$ cat src/rtl/fetch_axi_rd_master_if.sv
// Line-fetch request, AXI AR/R and instruction-FIFO push signals bundled for fetch_axi_rd_master.
// Latency: n/a (wires only).
// Backpressure: n/a; master = the fetch engine, slave = request source / AXI slave / FIFO side.
// Ports:
//   req_valid_i/req_ready_o/req_addr_i        line-fetch request handshake + start address
//   m_axi_ar*                                 AXI read-address channel
//   m_axi_r*                                  AXI read-data channel
//   wr_en_o/wr_data_o/wr_full_i               66-bit push port into the async instruction FIFO
interface fetch_axi_rd_master_if #(
  parameter int AXI_ADDR_W = 32
);
  logic                  req_valid_i;
  logic                  req_ready_o;
  logic [AXI_ADDR_W-1:0] req_addr_i;

  logic                  m_axi_arvalid;
  logic                  m_axi_arready;
  logic [AXI_ADDR_W-1:0] m_axi_araddr;
  logic [7:0]            m_axi_arlen;
  logic [2:0]            m_axi_arsize;
  logic [1:0]            m_axi_arburst;

  logic                  m_axi_rvalid;
  logic                  m_axi_rready;
  logic [63:0]           m_axi_rdata;
  logic [1:0]            m_axi_rresp;
  logic                  m_axi_rlast;

  logic                  wr_en_o;
  logic [65:0]           wr_data_o;
  logic                  wr_full_i;

  modport master (
    input  req_valid_i, req_addr_i,
    input  m_axi_arready,
    input  m_axi_rvalid, m_axi_rdata, m_axi_rresp, m_axi_rlast,
    input  wr_full_i,
    output req_ready_o,
    output m_axi_arvalid, m_axi_araddr, m_axi_arlen, m_axi_arsize, m_axi_arburst,
    output m_axi_rready,
    output wr_en_o, wr_data_o
  );

  modport slave (
    output req_valid_i, req_addr_i,
    output m_axi_arready,
    output m_axi_rvalid, m_axi_rdata, m_axi_rresp, m_axi_rlast,
    output wr_full_i,
    input  req_ready_o,
    input  m_axi_arvalid, m_axi_araddr, m_axi_arlen, m_axi_arsize, m_axi_arburst,
    input  m_axi_rready,
    input  wr_en_o, wr_data_o
  );
endinterface

$ cat src/rtl/fetch_axi_rd_master.sv
// Fetches one cache line per request as a single INCR AXI burst and pushes each beat as {err,last,data}.
// Latency: R beat accepted at cycle N appears on wr_en_o/wr_data_o at cycle N+1.
// Backpressure: 2-entry skid buffer; rready drops when it is full, wr_full_i only stalls the pop.
// Ports: axi_clk, axi_resetn (async active-low), bus (fetch_axi_rd_master_if.master).
// Optional macro FETCH_ALIGN_CHK_EN: misaligned line addresses return one error beat instead of a burst.
module fetch_axi_rd_master #(
  parameter int AXI_ADDR_W  = 32,
  parameter int BURST_BEATS = 4
) (
  input  logic                  axi_clk,
  input  logic                  axi_resetn,
  fetch_axi_rd_master_if.master bus
);

  localparam logic [1:0] S_IDLE = 2'd0;
  localparam logic [1:0] S_ADDR = 2'd1;
  localparam logic [1:0] S_DATA = 2'd2;

  logic [1:0]            r_state, w_state_nxt;
  logic [AXI_ADDR_W-1:0] r_addr;
  logic [4:0]            r_beat_cnt;
  logic [65:0]           r_buf [2];
  logic                  r_wr_ptr, r_rd_ptr;
  logic [1:0]            r_cnt, w_cnt_nxt;
  logic                  r_req_rdy;

  logic                  w_req_acc, w_misaligned, w_rready, w_r_acc;
  logic                  w_last_beat, w_burst_end, w_push, w_pop, w_wr_en;
  logic [65:0]           w_push_dat;

  // r_req_rdy is only ever set when the next state is IDLE with an empty skid buffer.
  assign w_req_acc = r_req_rdy & bus.req_valid_i;

`ifdef FETCH_ALIGN_CHK_EN
  localparam int ALIGN_W = $clog2(BURST_BEATS * 8);
  assign w_misaligned = |bus.req_addr_i[ALIGN_W-1:0];
`else
  assign w_misaligned = 1'b0;
`endif

  assign w_rready    = (r_state == S_DATA) && (r_cnt != 2'd2);
  assign w_r_acc     = w_rready & bus.m_axi_rvalid;
  assign w_last_beat = (r_beat_cnt == 5'(BURST_BEATS - 1));
  // A burst ends on rlast or on the final expected beat, whichever comes first.
  assign w_burst_end = w_r_acc & (bus.m_axi_rlast | w_last_beat);

  assign w_wr_en = (r_cnt != 2'd0);
  assign w_pop   = w_wr_en & ~bus.wr_full_i;
  // Misaligned request pushes its error beat straight into the (empty) skid buffer.
  assign w_push  = w_r_acc | (w_req_acc & w_misaligned);

  always_comb begin
    w_push_dat = {(bus.m_axi_rresp != 2'b00), (bus.m_axi_rlast | w_last_beat), bus.m_axi_rdata};
    if (w_req_acc && w_misaligned) begin
      w_push_dat = {1'b1, 1'b1, 64'h0};
    end
  end

  always_comb begin
    w_state_nxt = r_state;
    case (r_state)
      S_IDLE:  if (w_req_acc && !w_misaligned) w_state_nxt = S_ADDR;
      S_ADDR:  if (bus.m_axi_arready) w_state_nxt = S_DATA;
      S_DATA:  if (w_burst_end) w_state_nxt = S_IDLE;
      default: w_state_nxt = S_IDLE;
    endcase
  end

  always_comb begin
    w_cnt_nxt = r_cnt;
    if (w_push && !w_pop) begin
      w_cnt_nxt = r_cnt + 2'd1;
    end else if (!w_push && w_pop) begin
      w_cnt_nxt = r_cnt - 2'd1;
    end
  end

  always_ff @(posedge axi_clk or negedge axi_resetn) begin
    if (!axi_resetn) begin
      r_state    <= S_IDLE;
      r_addr     <= '0;
      r_beat_cnt <= '0;
      r_buf[0]   <= '0;
      r_buf[1]   <= '0;
      r_wr_ptr   <= 1'b0;
      r_rd_ptr   <= 1'b0;
      r_cnt      <= 2'd0;
      r_req_rdy  <= 1'b0;
    end else begin
      r_state   <= w_state_nxt;
      r_cnt     <= w_cnt_nxt;
      // Registered so req_ready_o is flop-driven and low throughout reset.
      r_req_rdy <= (w_state_nxt == S_IDLE) && (w_cnt_nxt == 2'd0);
      if (w_req_acc) begin
        r_addr <= bus.req_addr_i & ~AXI_ADDR_W'(7);
      end
      if (w_burst_end) begin
        r_beat_cnt <= '0;
      end else if (w_r_acc) begin
        r_beat_cnt <= r_beat_cnt + 5'd1;
      end
      if (w_push) begin
        r_buf[r_wr_ptr] <= w_push_dat;
        r_wr_ptr        <= ~r_wr_ptr;
      end
      if (w_pop) begin
        r_rd_ptr <= ~r_rd_ptr;
      end
    end
  end

  assign bus.req_ready_o   = r_req_rdy;
  assign bus.m_axi_arvalid = (r_state == S_ADDR);
  assign bus.m_axi_araddr  = r_addr;
  assign bus.m_axi_arlen   = 8'(BURST_BEATS - 1);
  assign bus.m_axi_arsize  = 3'b011;
  assign bus.m_axi_arburst = 2'b01;
  assign bus.m_axi_rready  = w_rready;
  assign bus.wr_en_o       = w_wr_en;
  assign bus.wr_data_o     = r_buf[r_rd_ptr];

endmodule

$ cat src/flat_wrapper.sv
// flat-port wrapper written by rule: the top's interface ports become plain ports
module fetch_axi_rd_master_flat 
#(
  parameter int AXI_ADDR_W  = 32,
  parameter int BURST_BEATS = 4
)
  (axi_clk, axi_resetn, bus_req_valid_i, bus_req_addr_i, bus_m_axi_arready, bus_m_axi_rvalid, bus_m_axi_rdata, bus_m_axi_rresp, bus_m_axi_rlast, bus_wr_full_i, bus_req_ready_o, bus_m_axi_arvalid, bus_m_axi_araddr, bus_m_axi_arlen, bus_m_axi_arsize, bus_m_axi_arburst, bus_m_axi_rready, bus_wr_en_o, bus_wr_data_o);
  fetch_axi_rd_master_if #(.AXI_ADDR_W(AXI_ADDR_W)) bus_i ();
  input  logic axi_clk;
  input  logic axi_resetn;
  input wire logic [$bits(bus_i.req_valid_i)-1:0] bus_req_valid_i;
  input wire logic [$bits(bus_i.req_addr_i)-1:0] bus_req_addr_i;
  input wire logic [$bits(bus_i.m_axi_arready)-1:0] bus_m_axi_arready;
  input wire logic [$bits(bus_i.m_axi_rvalid)-1:0] bus_m_axi_rvalid;
  input wire logic [$bits(bus_i.m_axi_rdata)-1:0] bus_m_axi_rdata;
  input wire logic [$bits(bus_i.m_axi_rresp)-1:0] bus_m_axi_rresp;
  input wire logic [$bits(bus_i.m_axi_rlast)-1:0] bus_m_axi_rlast;
  input wire logic [$bits(bus_i.wr_full_i)-1:0] bus_wr_full_i;
  output wire logic [$bits(bus_i.req_ready_o)-1:0] bus_req_ready_o;
  output wire logic [$bits(bus_i.m_axi_arvalid)-1:0] bus_m_axi_arvalid;
  output wire logic [$bits(bus_i.m_axi_araddr)-1:0] bus_m_axi_araddr;
  output wire logic [$bits(bus_i.m_axi_arlen)-1:0] bus_m_axi_arlen;
  output wire logic [$bits(bus_i.m_axi_arsize)-1:0] bus_m_axi_arsize;
  output wire logic [$bits(bus_i.m_axi_arburst)-1:0] bus_m_axi_arburst;
  output wire logic [$bits(bus_i.m_axi_rready)-1:0] bus_m_axi_rready;
  output wire logic [$bits(bus_i.wr_en_o)-1:0] bus_wr_en_o;
  output wire logic [$bits(bus_i.wr_data_o)-1:0] bus_wr_data_o;
  assign bus_i.req_valid_i = bus_req_valid_i;
  assign bus_i.req_addr_i = bus_req_addr_i;
  assign bus_i.m_axi_arready = bus_m_axi_arready;
  assign bus_i.m_axi_rvalid = bus_m_axi_rvalid;
  assign bus_i.m_axi_rdata = bus_m_axi_rdata;
  assign bus_i.m_axi_rresp = bus_m_axi_rresp;
  assign bus_i.m_axi_rlast = bus_m_axi_rlast;
  assign bus_i.wr_full_i = bus_wr_full_i;
  assign bus_req_ready_o = bus_i.req_ready_o;
  assign bus_m_axi_arvalid = bus_i.m_axi_arvalid;
  assign bus_m_axi_araddr = bus_i.m_axi_araddr;
  assign bus_m_axi_arlen = bus_i.m_axi_arlen;
  assign bus_m_axi_arsize = bus_i.m_axi_arsize;
  assign bus_m_axi_arburst = bus_i.m_axi_arburst;
  assign bus_m_axi_rready = bus_i.m_axi_rready;
  assign bus_wr_en_o = bus_i.wr_en_o;
  assign bus_wr_data_o = bus_i.wr_data_o;
  fetch_axi_rd_master #(.AXI_ADDR_W(AXI_ADDR_W), .BURST_BEATS(BURST_BEATS)) u_core (.axi_clk(axi_clk), .axi_resetn(axi_resetn), .bus(bus_i));
endmodule
$ cat config.mk
export PLATFORM = sky130hd
export DESIGN_NAME = fetch_axi_rd_master_flat
export DESIGN_NICKNAME = d
export VERILOG_FILES = /design/src/rtl/fetch_axi_rd_master_if.sv /design/src/rtl/fetch_axi_rd_master.sv /design/src/flat_wrapper.sv
export SDC_FILE = /design/constraint.sdc
export NUM_CORES = 1
export LEC_CHECK = 0
export CAP_MARGIN = 20
export CORE_MARGIN = 5
export CORE_UTILIZATION = 48
export DETAILED_ROUTE_END_ITERATION = 16
export GPL_ROUTABILITY_DRIVEN = 0
export GPL_TIMING_DRIVEN = 0
export PLACE_DENSITY = 0.81
export SYNTH_ARGS = -nofsm -noshare
export SYNTH_HDL_FRONTEND = slang
export SYNTH_SLANG_ARGS = --single-unit
$ cat constraint.sdc
create_clock -name axi_clk -period 2.16 [get_ports axi_clk]
set_clock_uncertainty 0.15 [all_clocks]
set_input_delay 0.54 -clock axi_clk [delete_from_list [all_inputs] [get_ports axi_clk]]
set_output_delay 0.54 -clock axi_clk [all_outputs]
set_load 0.01 [all_outputs]
==> results of run 1 <==
==> layer usage <==
metal / wire (um) / vias up / GRT usage, %
li1: - / 2254 / -
met1: 7390 / 2477 / 23.5
met2: 9240 / 161 / 34.7
met3: 1670 / 20 / 8.69
met4: 223 / 0 / 6.61
met5: 0 / - / 0
==> repair_timing <==
action	in CTS	in global routing
gates resized for setup	343	85
gates cloned	4	2
hold endpoints to repair	55	0
buffers inserted	15	8
endpoints found under the setup margin	102	171
pin swaps	1	1
hold buffers	1	0
==> cell usage in the layout, fill, tap and decap left out, types with 4 or more instances in the layout <==
master and instances:
xnor2_1 4, mux2_4 60, conb_1 16, buf_8 9, buf_6 67, buf_16 4
nor2_1 6, buf_4 29, o21ai_0 10, clkbuf_16 19, nand2_1 9, dfrtp_1 171
clkbuf_8 6, mux2_2 164, clkdlybuf4s50_1 130, clkbuf_2 11, bufinv_16 4, buf_2 9
==> power by group <==
group,internal [W],switching [W]
combinational,0.00567,0.00320
sequential,0.00485,0.000888
clock,0.00213,0.00124
==> state kept, by name (all words and copies together), names as in the netlist <==
signal,cells
u_core.r_buf,132
u_core.bus.m_axi_araddr,29
u_core.r_beat_cnt,5
u_core.r_cnt,2
u_core.r_state,2
u_core.bus.req_ready_o,1
u_core.r_rd_ptr,1
u_core.r_wr_ptr,1
==> worst min-delay path by stage <==
stage	endpoint	slack [ns]
after floorplan	u_core.bus.m_axi_araddr[10]$_DFFE_PN0P_	0.09
after global placement	u_core.r_buf[65]$_DFFE_PN0P_	0.31
after detailed placement	u_core.r_buf[65]$_DFFE_PN0P_	0.33
after CTS	u_core.r_buf[65]$_DFFE_PN0P_	0.34
after global routing	u_core.r_state[0]$_DFF_PN0_	0.36
final	u_core.r_state[0]$_DFF_PN0_	0.34
==> area by class of cell <==
type | instances | area share, %
clock inverter | 8 | 1.35
inverter | 3 | 0.100
timing repair buffer | 228 | 21.2
sequential | 173 | 38.6
multi-input combinational | 295 | 28.2
clock buffer | 24 | 4.56
tap | 211 | 2.35
buffer | 42 | 3.55
==> kinds of logic after synthesis <==
logic type,synth area share [%]
xor gates and xnor gates,0.463
DFF,57.2
buffers and inverters,3.90
adders and majority gates,0.629
AOI/OAI and AO/OA,1.24
muxes,34.1
other,0.0993
and+or+nand+nor,2.30
==> cell usage after synthesis <==
master / number / share of area, %
o31ai_1: 1 / 0.099
buf_6: 4 / 0.60
nand2_1: 9 / 0.45
o41ai_1: 1 / 0.12
o22ai_1: 1 / 0.083
xnor2_1: 4 / 0.46
nor2_1: 6 / 0.30
buf_2: 13 / 0.86
mux2_2: 208 / 31
buf_4: 20 / 2.0
nand2b_1: 1 / 0.083
clkbuf_2: 1 / 0.066
inv_1: 3 / 0.15
nor3b_1: 1 / 0.099
nor2b_1: 3 / 0.25
mux2_4: 16 / 3.2
ha_1: 3 / 0.50
o21ai_0: 10 / 0.66
nand2_4: 1 / 0.15
and4bb_1: 1 / 0.17
maj3_1: 1 / 0.13
nand4bb_1: 1 / 0.15
or2_1: 1 / 0.083
dfrtp_1: 173 / 57
nand3_1: 3 / 0.20
a31oi_1: 1 / 0.083
nor4b_1: 2 / 0.23
conb_1: 2 / 0.099
a21oi_1: 3 / 0.20
nor2_4: 1 / 0.15
buf_1: 3 / 0.15
clkbuf_1: 2 / 0.099
==> critical path, stage by stage (launching register included) <==
cell     delay, ns
dfrtp_2       0.45
buf_6         0.14
buf_6         0.12
buf_6         0.12
buf_6         0.11
mux2_4        0.29
buf_6         0.13
==> stage by stage <==
stage	util, %	cells	worst slack [ns]	setup TNS, ns
after global placement	64.5	925	-6.25	-1142.47
final	73.2	984	-0.303	-13.10
after detailed placement	64.7	926	-0.722	-69.59
after global routing	73.2	984	-0.352	-16.45
after floorplan	-	514	0.168	0
after CTS	71.9	977	-0.377	-16.88
==> flow_metrics.py, run 1 <==
metrics = {
    "outcome": {
        "outcome": "complete, but fails checks",
        "violations": "negative setup slack",
    },
    "pwr": {
        "vdd_drop_max_mv": 0.852,
        "p_per_area_mw_per_mm2": 1600,
        "power_w": 0.0180,
        "p_leak_nw": 5.17,
    },
    "timing": {
        "slew_headroom_pct": 60.1,
        "fin_crit_sh_pct": 114,
        "final.min_clock_period_ns": 2.46,
        "setup_viol": 66,
        "whs_ns": 0.335,
        "timing.fmax_mhz": 406,
        "layout_setup_ws_ns": -0.303,
        "hold_viol": 0,
        "rsz0062_at_grt": "true",
        "drv_slew": 0,
        "worst_slew_pin_slew_ns": 0.598,
    },
    "finish": {
        "nFillCells": 991,
        "ff_latch_area_mm2": 0.00433,
        "multi_input_area_mm2": 0.00317,
        "final_area_mm2": 0.0112,
        "fin_nets": 868,
        "antenna_cells": 0,
        "drive_gt1_share_pct": 51.5,
        "syn_to_final_growth_pct": 48.2,
    },
    "cts": {
        "cts.path.max_buffers": 2,
        "insertion_delay_ns": 0.42,
        "cts-root-buf": "clkbuf_16",
        "tritoncts": "yes",
        "cts.sinks": 173,
        "h-tree-depth": 4,
        "numCtsBuffers": 17,
        "path_clk_slew_ns": 0.06,
    },
    "global_route": {
        "grt_usage_pct": 20.5,
        "antenna_found_initial": 0,
        "grt_pass1_vias": 5593,
        "grt_pass1_wl_um": 29100,
        "overflow": 0,
        "grt_max_degree": 119,
    },
    "critical_path": {
        "r2r-start": "u_core.r_cnt[0]$_DFF_PN0_",
        "required_ns": 1.47,
        "startpoint": "u_core.r_rd_ptr$_DFFE_PN0P_",
        "cp-start-kind": "flop",
        "path_max_fanout": 3,
        "cp.arrival_ns": 1.77,
        "crit_end": "bus_wr_data_o[63]",
        "worst-setup-path-type": "flop to output pin",
        "r2r-end": "u_core.r_buf[1]$_DFFE_PN0P_",
        "r2r_cells": 8,
        "reg2reg_slack_ns": 0.09,
        "cp-end-kind": "output pin",
    },
    "detailed_routing": {
        "drtIter0Drc": 162,
        "ant_nets": 0,
        "drt_pass1_iterations": 4,
        "via_count": 4912,
        "drc_errors": 0,
        "wl_per_cell_um": 18.8,
        "post_drt_via_cell_ratio": 4.99,
        "wl_um": 18500,
    },
    "min_path": {
        "hold_depth": 1,
        "hold_class": "flop to flop",
        "hold_path.startpoint": "u_core.r_state[1]$_DFF_PN0_",
    },
    "placement": {
        "port_buffers": 200,
        "place_area_mm2": 0.00992,
        "place_hpwl_um": 12700,
    },
    "die": {
        "dieArea_mm2": 0.0184,
        "initial_core_util_pct": 49.4,
        "die_w_um": 136,
        "die_h_um": 136,
        "ios": 220,
        "design.core.area_mm2": 0.0153,
        "row_count": 45,
    },
    "synthesis": {
        "synth.avg_cell_area_um2": 15.1,
        "syn_inst": 500,
        "synth-seq-cells": 173,
        "syn-cell-area_mm2": 0.00756,
        "yosys_warnings": 0,
        "yosysUniqueCellTypes": 32,
        "yosysSeqAreaShare_pct": 57.2,
    },
    "job": {
        "drv_cap": 0,
    },
}
(Power assumes the default switching activity.)
==> inputs of run 2 (changes only) <==
CAP_MARGIN = default   (was 20)
==> results of run 2 <==
Final layout, timing and power as in run 1 (identical DEF).
==> inputs of run 3 (changes only) <==
CAP_MARGIN = 20   (was default)
CORE_UTILIZATION = 43   (was 48)
PLACE_DENSITY = 0.76   (was 0.81)
clock period = 2.1 ns   (was 2.16 ns; I/O delays follow)
==> flow_metrics.py, run 3 (synthesis gave the netlist of run 1 again) <==
metrics = {
    "global_route": {
        "antenna_found_initial": 0,
        "grt_usage_pct": 18.5,
        "grt_pass1_wl_um": 29300,
        "overflow": 0,
        "grt_max_degree": 96,
        "grt_pass1_vias": 5526,
    },
    "detailed_routing": {
        "ant_nets": 0,
        "via_count": 4919,
        "drtIter0Drc": 169,
        "drc_errors": 0,
        "wl_um": 19000,
        "wl_per_cell_um": 18.9,
        "drt_pass1_iterations": 4,
        "post_drt_via_cell_ratio": 4.89,
    },
    "critical_path": {
        "cp.arrival_ns": 1.71,
        "cp-start-kind": "flop",
        "path_buf_inv": 4,
        "path_max_fanout": 5,
        "worst-setup-path-type": "flop to output pin",
        "path_delay_family": "buffers and inverters",
        "slowest_delay_ns": 0.43,
        "worstPathCellList": "clkbuf_16 -> buf_8 -> buf_16 -> mux2_4 -> buf_6",
        "reg2reg_slack_ns": 0.01,
        "r2r-start": "u_core.r_cnt[1]$_DFF_PN0_",
        "startpoint": "u_core.r_rd_ptr$_DFFE_PN0P_",
        "required_ns": 1.42,
        "crit_slowest_cell": "dfrtp_2",
        "cp-end-kind": "output pin",
    },
    "outcome": {
        "violations": "negative setup slack",
        "outcome": "complete, but fails checks",
    },
    "pwr": {
        "p_leak_nw": 5.16,
        "vdd_drop_max_mv": 0.800,
        "p_per_area_mw_per_mm2": 1620,
    },
    "finish": {
        "fin_cells": 1006,
        "final_cell_mix": "mux2_2, dfrtp_1, clkdlybuf4s50_1",
        "antenna_cells": 0,
        "registers.top_by_ff_count": "u_core.r_buf",
        "fin_nets": 876,
        "largest_reg_flops": 132,
        "syn_to_final_growth_pct": 50.3,
        "nFillCells": 1180,
        "final_area_mm2": 0.0114,
        "drive_gt1_share_pct": 52.5,
    },
    "placement": {
        "pre_cts_ws_ns": -0.809,
        "port_buffers": 200,
        "place_hpwl_um": 13100,
        "dpl.cell_count": 940,
        "place_area_mm2": 0.00993,
    },
    "timing": {
        "timing.fmax_mhz": 420,
        "worst_slew_pin_slew_ns": 0.608,
        "fin_crit_sh_pct": 113,
        "whs_ns": 0.338,
        "final.min_clock_period_ns": 2.38,
        "rsz0062_at_grt": "true",
        "drv_slew": 0,
        "hold_viol": 0,
        "final.setup.tns_ns": -14.81,
        "slew_headroom_pct": 59.4,
        "setup_viol": 66,
        "layout_setup_ws_ns": -0.281,
    },
    "die": {
        "die_w_um": 143,
        "design.core.area_mm2": 0.0173,
        "dieArea_mm2": 0.0203,
        "initial_core_util_pct": 43.7,
        "ios": 220,
        "die_h_um": 143,
        "row_count": 48,
    },
    "cts": {
        "path_clk_slew_ns": 0.06,
        "insertion_delay_ns": 0.42,
        "cts.path.max_buffers": 2,
        "h-tree-depth": 4,
        "cts-root-buf": "clkbuf_16",
        "cts.sinks": 173,
        "numCtsBuffers": 17,
        "tritoncts": "yes",
    },
    "min_path": {
        "hold_class": "flop to flop",
        "hold_path.startpoint": "u_core.r_buf[64]$_DFFE_PN0P_",
    },
    "job": {
        "drv_cap": 0,
    },
}
[run 3: final timing paths]
kind                                                                end  depth (start not counted)
worst max-delay path                                  bus_wr_data_o[55]                          5
worst min-delay path                       u_core.r_buf[64]$_DFFE_PN0P_                          2
worst max register to register            u_core.r_buf[119]$_DFFE_PN0P_                          8
worst min register to register             u_core.r_buf[64]$_DFFE_PN0P_                          2
max in group asynchronous                   u_core.r_rd_ptr$_DFFE_PN0P_                          3
min in group asynchronous       u_core.bus.m_axi_araddr[21]$_DFFE_PN0P_                          2
[run 3: through the flow]
step | utilization (%) | total power (W)
final | 65.8 | 0.0184
after global routing | 65.8 | 0.0195
after CTS | 63.3 | 0.0177
after detailed placement | 57.4 | 0.0136
after global placement | 57.2 | 0.0133
after floorplan | - | 0.00990
[run 3: final cells by class]
type	count	area (um2)	area share (%)
plain buffers	38	402	3.53
well taps	225	282	2.48
flip-flops and latches	173	4330	38.1
clock buffers	21	450	3.96
inverters	3	11.3	0.0990
clock inverters	11	143	1.25
repair buffers	240	2560	22.5
multi-input cells	295	3190	28.1
[run 3: worst register-to-register path, stage by stage, from the launching register on]
cell and delay, ns:
dfrtp_1 0.40, ha_2 0.21, nand4bb_4 0.21, buf_8 0.15, nor2_4 0.15, buf_6 0.14, buf_12 0.13, clkbuf_16 0.16
mux2_4 0.30
[run 3: timing repair]
item | CTS | global route
gates cloned | 2 | 3
endpoints found under the hold margin | 78 | 0
pin swaps | 2 | 2
endpoints found under the setup margin | 172 | 138
buffers inserted | 21 | 13
resized for setup | 387 | 83
hold buffers | 1 | 0
[run 3: power by group]
group | total [W] | switching [W] | internal [W]
logic | 0.00936 | 0.00336 | 0.00600
clock network | 0.00317 | 0.00127 | 0.00190
registers | 0.00589 | 0.000902 | 0.00498
[run 3: metal layers]
layer  GRT usage (%)  vias up  share of wire, %
met5               0        -                 0
met4            5.80        0               1.5
met3            8.54       17               9.6
met2            29.9      174                50
met1            22.2     2459                39
li1                -     2269                 -
